File: src/rtl/pipe_ctrl_pkg.sv
// pipe_ctrl_pkg: shared state encoding, default latencies and hazard helpers
package pipe_ctrl_pkg;

    typedef enum logic {
        ST_INIT = 1'b0,
        ST_RUN  = 1'b1
    } state_t;

    localparam int MULT_CYCLES_DEF = 5;
    localparam int DIV_CYCLES_DEF  = 10;
    localparam int STALL_CNT_W     = 16;

    function automatic int imax(input int a, input int b);
        return a > b ? a : b;
    endfunction

    // A producer register matches when it is non-zero and one of the used sources names it
    function automatic logic src_match(
        input logic [4:0] dst,
        input logic [4:0] rs,
        input logic [4:0] rt,
        input logic       use_rs,
        input logic       use_rt
    );
        return (dst != 5'd0) && ((use_rs && rs == dst) || (use_rt && rt == dst));
    endfunction

endpackage

File: src/rtl/md_busy_timer.sv
// md_busy_timer: load/decrement counter tracking remaining multiply/divide latency
module md_busy_timer
    import pipe_ctrl_pkg::*;
#(
    parameter int MULT_CYCLES = MULT_CYCLES_DEF,
    parameter int DIV_CYCLES  = DIV_CYCLES_DEF
) (
    input  logic clk,
    input  logic reset,
    input  logic en,
    input  logic start,
    input  logic div,
    output logic busy
);
    localparam int W = $clog2(imax(MULT_CYCLES, DIV_CYCLES) + 1);

    logic [W-1:0] cnt;

    // A new issue reloads the counter; otherwise it drains towards zero
    always_ff @(posedge clk)
        if (reset) cnt <= '0;
        else if (en && start) cnt <= div ? W'(DIV_CYCLES) : W'(MULT_CYCLES);
        else if (en && cnt != '0) cnt <= cnt - 1'b1;

    assign busy = cnt != '0;

endmodule

File: src/rtl/pipe_hazard_ctrl.sv
// pipe_hazard_ctrl: hazard detection, stall/flush control, post-reset init and stall statistics
module pipe_hazard_ctrl
    import pipe_ctrl_pkg::*;
#(
    parameter int MULT_CYCLES = MULT_CYCLES_DEF,
    parameter int DIV_CYCLES  = DIV_CYCLES_DEF,
    parameter int INIT_CYCLES = 2
) (
    input  logic                   clk,
    input  logic                   reset,
    input  logic [4:0]             rsD,
    input  logic [4:0]             rtD,
    input  logic                   use_rsD,
    input  logic                   use_rtD,
    input  logic                   branchD,
    input  logic                   md_startD,
    input  logic                   md_divD,
    input  logic                   md_readD,
    input  logic [4:0]             dstE,
    input  logic                   regwriteE,
    input  logic                   mem_readE,
    input  logic [4:0]             dstM,
    input  logic                   mem_readM,
    output logic                   stallF,
    output logic                   stallD,
    output logic                   flushD,
    output logic                   flushE,
    output logic                   md_busy,
    output logic [STALL_CNT_W-1:0] stall_count
);
    localparam int ICW = INIT_CYCLES > 1 ? $clog2(INIT_CYCLES) : 1;

    state_t         state, state_nxt;
    logic [ICW-1:0] init_cnt, init_cnt_nxt;
    logic           run, init_done, timer_busy;
    logic           lw_hz, br_hz, md_hz, hz;

    assign run       = !reset && state == ST_RUN;
    assign init_done = int'(init_cnt) + 1 >= INIT_CYCLES;
    assign md_busy   = run && timer_busy;

    assign lw_hz = mem_readE && src_match(dstE, rsD, rtD, use_rsD, use_rtD);
    assign br_hz = branchD && ((regwriteE && src_match(dstE, rsD, rtD, use_rsD, use_rtD))
                            || (mem_readM && src_match(dstM, rsD, rtD, use_rsD, use_rtD)));
    assign md_hz = (md_startD || md_readD) && md_busy;
    assign hz    = lw_hz || br_hz || md_hz;

    md_busy_timer #(
        .MULT_CYCLES(MULT_CYCLES),
        .DIV_CYCLES (DIV_CYCLES)
    ) u_timer (
        .clk  (clk),
        .reset(reset),
        .en   (run),
        .start(md_startD && !hz),
        .div  (md_divD),
        .busy (timer_busy)
    );

    // Init FSM state and cycle counter
    always_ff @(posedge clk)
        if (reset) begin
            state    <= ST_INIT;
            init_cnt <= '0;
        end else begin
            state    <= state_nxt;
            init_cnt <= init_cnt_nxt;
        end

    // Init sequencing plus stall/flush decode; bubbles are held until the pipe is clean
    always_comb begin
        state_nxt    = (state == ST_INIT && init_done) ? ST_RUN : state;
        init_cnt_nxt = (state == ST_INIT && !init_done) ? init_cnt + 1'b1 : init_cnt;
        stallF       = run ? hz : 1'b1;
        stallD       = run ? hz : 1'b1;
        flushE       = run ? hz : 1'b1;
        flushD       = !run;
    end

    // Saturating count of stalled RUN cycles
    always_ff @(posedge clk)
        if (reset) stall_count <= '0;
        else if (run && hz && stall_count != '1) stall_count <= stall_count + 1'b1;

endmodule

File: config.mk
export PLATFORM = sky130hd
export DESIGN_NAME = pipe_hazard_ctrl
export DESIGN_NICKNAME = d
export VERILOG_FILES = /design/src/rtl/pipe_ctrl_pkg.sv /design/src/rtl/md_busy_timer.sv /design/src/rtl/pipe_hazard_ctrl.sv
export SDC_FILE = /design/constraint.sdc
export NUM_CORES = 1
export LEC_CHECK = 0
export ABC_CLOCK_PERIOD_IN_PS = 5300
export CAP_MARGIN = 20
export CORE_MARGIN = 2
export CORE_UTILIZATION = 45
export CTS_BUF_LIST = sky130_fd_sc_hd__clkbuf_8 sky130_fd_sc_hd__clkbuf_16
export CTS_CLUSTER_DIAMETER = 30
export DETAILED_ROUTE_END_ITERATION = 6
export DONT_BUFFER_PORTS = 1
export PLACE_DENSITY_LB_ADDON = 0.3
export RECOVER_POWER = 25
export SLEW_MARGIN = 30
export SYNTH_ARGS = -nofsm -noshare
export SYNTH_HDL_FRONTEND = slang
export SYNTH_SLANG_ARGS = --single-unit
File: constraint.sdc
create_clock -name clk -period 5.3 [get_ports clk]
set_clock_uncertainty 0.15 [all_clocks]
set_input_delay 0.795 -clock clk [delete_from_list [all_inputs] [get_ports clk]]
set_output_delay 0.795 -clock clk [all_outputs]
set_load 0.05 [all_outputs]
==> impl_results.md <==
* Min Tclk post-route at between 4000 and 5000 ps
* TritonRoute pass-1 iters at 4
* WHS Endpoint: init_cnt$_SDFFE_PP0P_
* Hpwl dp at 2760 um
* Main flop type after synthesis: dfxtp_1
* CTS max path bufs at 2
* Post-CTS sizing at 0
* CTS tree: yes
* Top delay family on crit path: buffers and inverters
* Placed cell area at about 1500 um^2
* Final hold vios at 0
* CP Data Required Time at 4360 ps
* H-tree depth at 1
* Drt wl/cell at ~16 um
* FMAX at 245 MHz
* Post-place setup slack at roughly 1200 ps
* Ranking of synthesized cells by area: dfxtp_1 (29%), xor2_1 (9.9%), a21oi_1 (5.0%), or4_1 (4.5%), nand3_1 (4.0%)
* Final WS setup at 1220 ps
* Worst setup EP type: output pin
* Outcome: finished clean
* Startpoint types: input pin
* IO Port Bufs at 0
* LEAKAGE at ~0.51 nW
* Post-CTS Setup Repair Bufs at 0
* Post-route cell area at 1570 um^2
* Die W at 61.9 um
* First-pass GRT wire length at between 5000 and 6000 um
* Nets@finish at about 210
* Critical path type: in2out
* RSZ-0062 raised after global routing: false
* DRT iter0 DRCs at 57
* Global route total overflow at 0
* Antenna diodes at 0
* Yosys top cell area share at 29.2%
* Core ar. at 3280 um^2
* Die Y at between 60 and 70 um
* Fillers at between 300 and 400
* Yosys cell types at between 40 and 50
* Slew Limit Fails at 0
* Residual DRC count at 0
* Worst-path clk slew at approximately 80 ps
* Worst hold margin at slightly below 300 ps
* Hold Crit Start: init_cnt$_SDFFE_PP0P_
* Reg-to-reg critical path startpoint: state$_SDFFE_PP0P_
* Antenna violations before repair at 0
* CP Max Fanout at 23
* Pwr Density at roughly 220 nW/um^2
* Post-synth EDFFs at 0
* Avg Vias per Cell at between 6 and 7
* Max stage delay on crit path at around 400 ps
* Reg2reg setup slack at 2020 ps
* Antenna-violating nets left at 0
* Yosys Warn Count at 0
* RD Place Congestion at approximately 0.84
* Sequential cell area fraction in the yosys report at slightly below 30%
* Worst slew margin at approximately 47%
* Final setup vio count at 0
* Hold buffers post-CTS at 0
* Initial core utilization at between 40 and 50%
* Worst min-delay path class: reg2reg
* GRT Resource Usage Total at approximately 20%
* Clock sinks at 22
* Part of the cycle the worst path needs at between 70 and 80%
* Number of global-route vias before repair at ~1300
* Worst vdd rail ir drop at roughly 0.15 mV
* Hold Path Cell Cnt at 2
* Cells after synthesis at between 150 and 200
* Worst-Skew Late Latency at about 260 ps
* Clock buffer count from CTS at 3
* Slew @ Worst Pin at 790 ps
* Asr flop ratio synth at 0%
* Syn_nets at ~220
* Yosys reg bits at 22
* Die area at approximately 3800 um^2
* Area grow syn2layout at 3.90%
* DRT Wirelength at ~3500 um
* Post-Syn Area per Cell at slightly above 8 um^2
* CTS root buffer: clkbuf_8
* Via count at 1384
* Ports at 52
* Largest area contributor in the netlist: dfxtp_1
* Setup TNS at 0 ps
* Pin count of the biggest net entering global routing at 24
* CP max-delay cell: inv_1
* R2R Path End: stall_count[9]$_SDFFE_PP0P_
* Pwr Total at ~0.35 mW
* Crit path cell chain: nor2b_2 -> inv_4 -> a21o_4 -> inv_1 -> o21ai_0 -> o221a_1 -> nand2_1 -> buf_4
* Share of layout cells above drive strength 1 at about 7.2%
* Post-Syn Area at 1510 um^2
* Worst path arrival time at around 3100 ps
* Max-cap violations at 0
* R2R cell count at 8
* Rows at 21
* CP bufs+invs at 3
## worst max-delay path by stage
stage / startpoint / endpoint / slack [ps] / cells past startpoint
2_1_floorplan: reset / stallD / 1320 / 11
3_3_place_gp: reset / stallD / 1310 / 8
3_5_place_dp: reset / flushE / 1230 / 8
4_1_cts: reset / flushE / 1230 / 8
5_1_grt: reset / stallF / 1020 / 8
6_report: reset / flushE / 1220 / 8
## cells in the mapped netlist, types with 3 or more instances
library cell	n
clkbuf_1	4
xor2_1	17
nor2b_1	3
nand4_1	5
nor4_1	8
nor2_1	8
mux2_2	3
inv_1	7
xnor2_1	4
mux2i_1	3
o21ai_0	4
or4_1	9
nor3_1	5
dfxtp_1	22
nand3_1	12
o31ai_1	5
a21oi_1	15
and2_1	3
nand2_1	14
## layout make-up
cell class	count	area, um^2	share of cell area (%)
Timing Repair Buffer	1	7.51	0.479
Sequential cell	22	440	28.1
Clock buffer	4	55.1	3.51
Tap cell	46	57.6	3.67
Inverter	8	32.5	2.08
Multi-Input combinational cell	145	973	62.1
## tightest hold or removal path, delay by kind of cell, from the launching register on
kind | cells | cell delay (ps)
buffers and inverters | 1 | 50
DFF | 1 | 310
AOI/OAI and AO/OA | 1 | 50
## per-layer routing
metal	vias to the layer above	wire [um]	GRT usage [%]
met5	-	0	0
met4	0	8	3.65
met3	2	246	7.04
met2	40	1700	32.6
met1	654	1590	27.2
li1	688	-	-
## report_power, final
part	leakage [nW]	internal, mW	total [mW]	switching, mW
Clock	0.0288	0.0662	0.120	0.0536
Sequential	0.178	0.169	0.172	0.00311
Combinational	0.308	0.0195	0.0537	0.0341
Total	0.514	0.255	0.346	0.0909
## logic make-up (layout without fill, tap and decap cells)
| kind of cell | count (synthesis) | in the layout | synth area share [%] |
|---|---|---|---|
| multiplexers | 6 | 6 | 4.23 |
| AO/OA/AOI/OAI | 41 | 41 | 18.8 |
| XOR/XNOR | 21 | 21 | 12.2 |
| AND/OR/NAND/NOR | 75 | 75 | 27.7 |
| flip-flops | 22 | 22 | 29.2 |
| adder cells (fa/ha/maj) | 2 | 2 | 1.66 |
| buffers and inverters | 18 | 13 | 6.22 |
## metrics by stage
step / instances / util, %
after floorplan: 185 / -
after global placement: 222 / 46.0
after detailed placement: 222 / 46.0
after CTS: 226 / 47.7
after global routing: 226 / 47.7
final: 226 / 47.7
## sequential cells by signal, indices dropped and copies added (netlist names)
signal and flops:
init_cnt 1, stall_count 16, state 1, u_timer.cnt 4
## cell usage in the layout (no fill, tap or decap), types with 2 or more instances in the layout
cell      count
a21oi_1      15
a32oi_1       2
and2_1        3
and3_1        2
and4_1        2
clkbuf_8      4
dfxtp_1      22
ha_1          2
inv_1         7
mux2_2        3
mux2i_1       3
nand2_1      14
nand3_1      12
nand4_1       5
nor2_1        8
nor2b_1       3
nor3_1        5
nor4_1        8
o211ai_1      2
o21a_1        2
o21ai_0       4
o311ai_0      2
o31ai_1       5
or3_1         2
or4_1         9
xnor2_1       4
xor2_1       17
No activity file was read; power rests on OpenSTA's default activity.
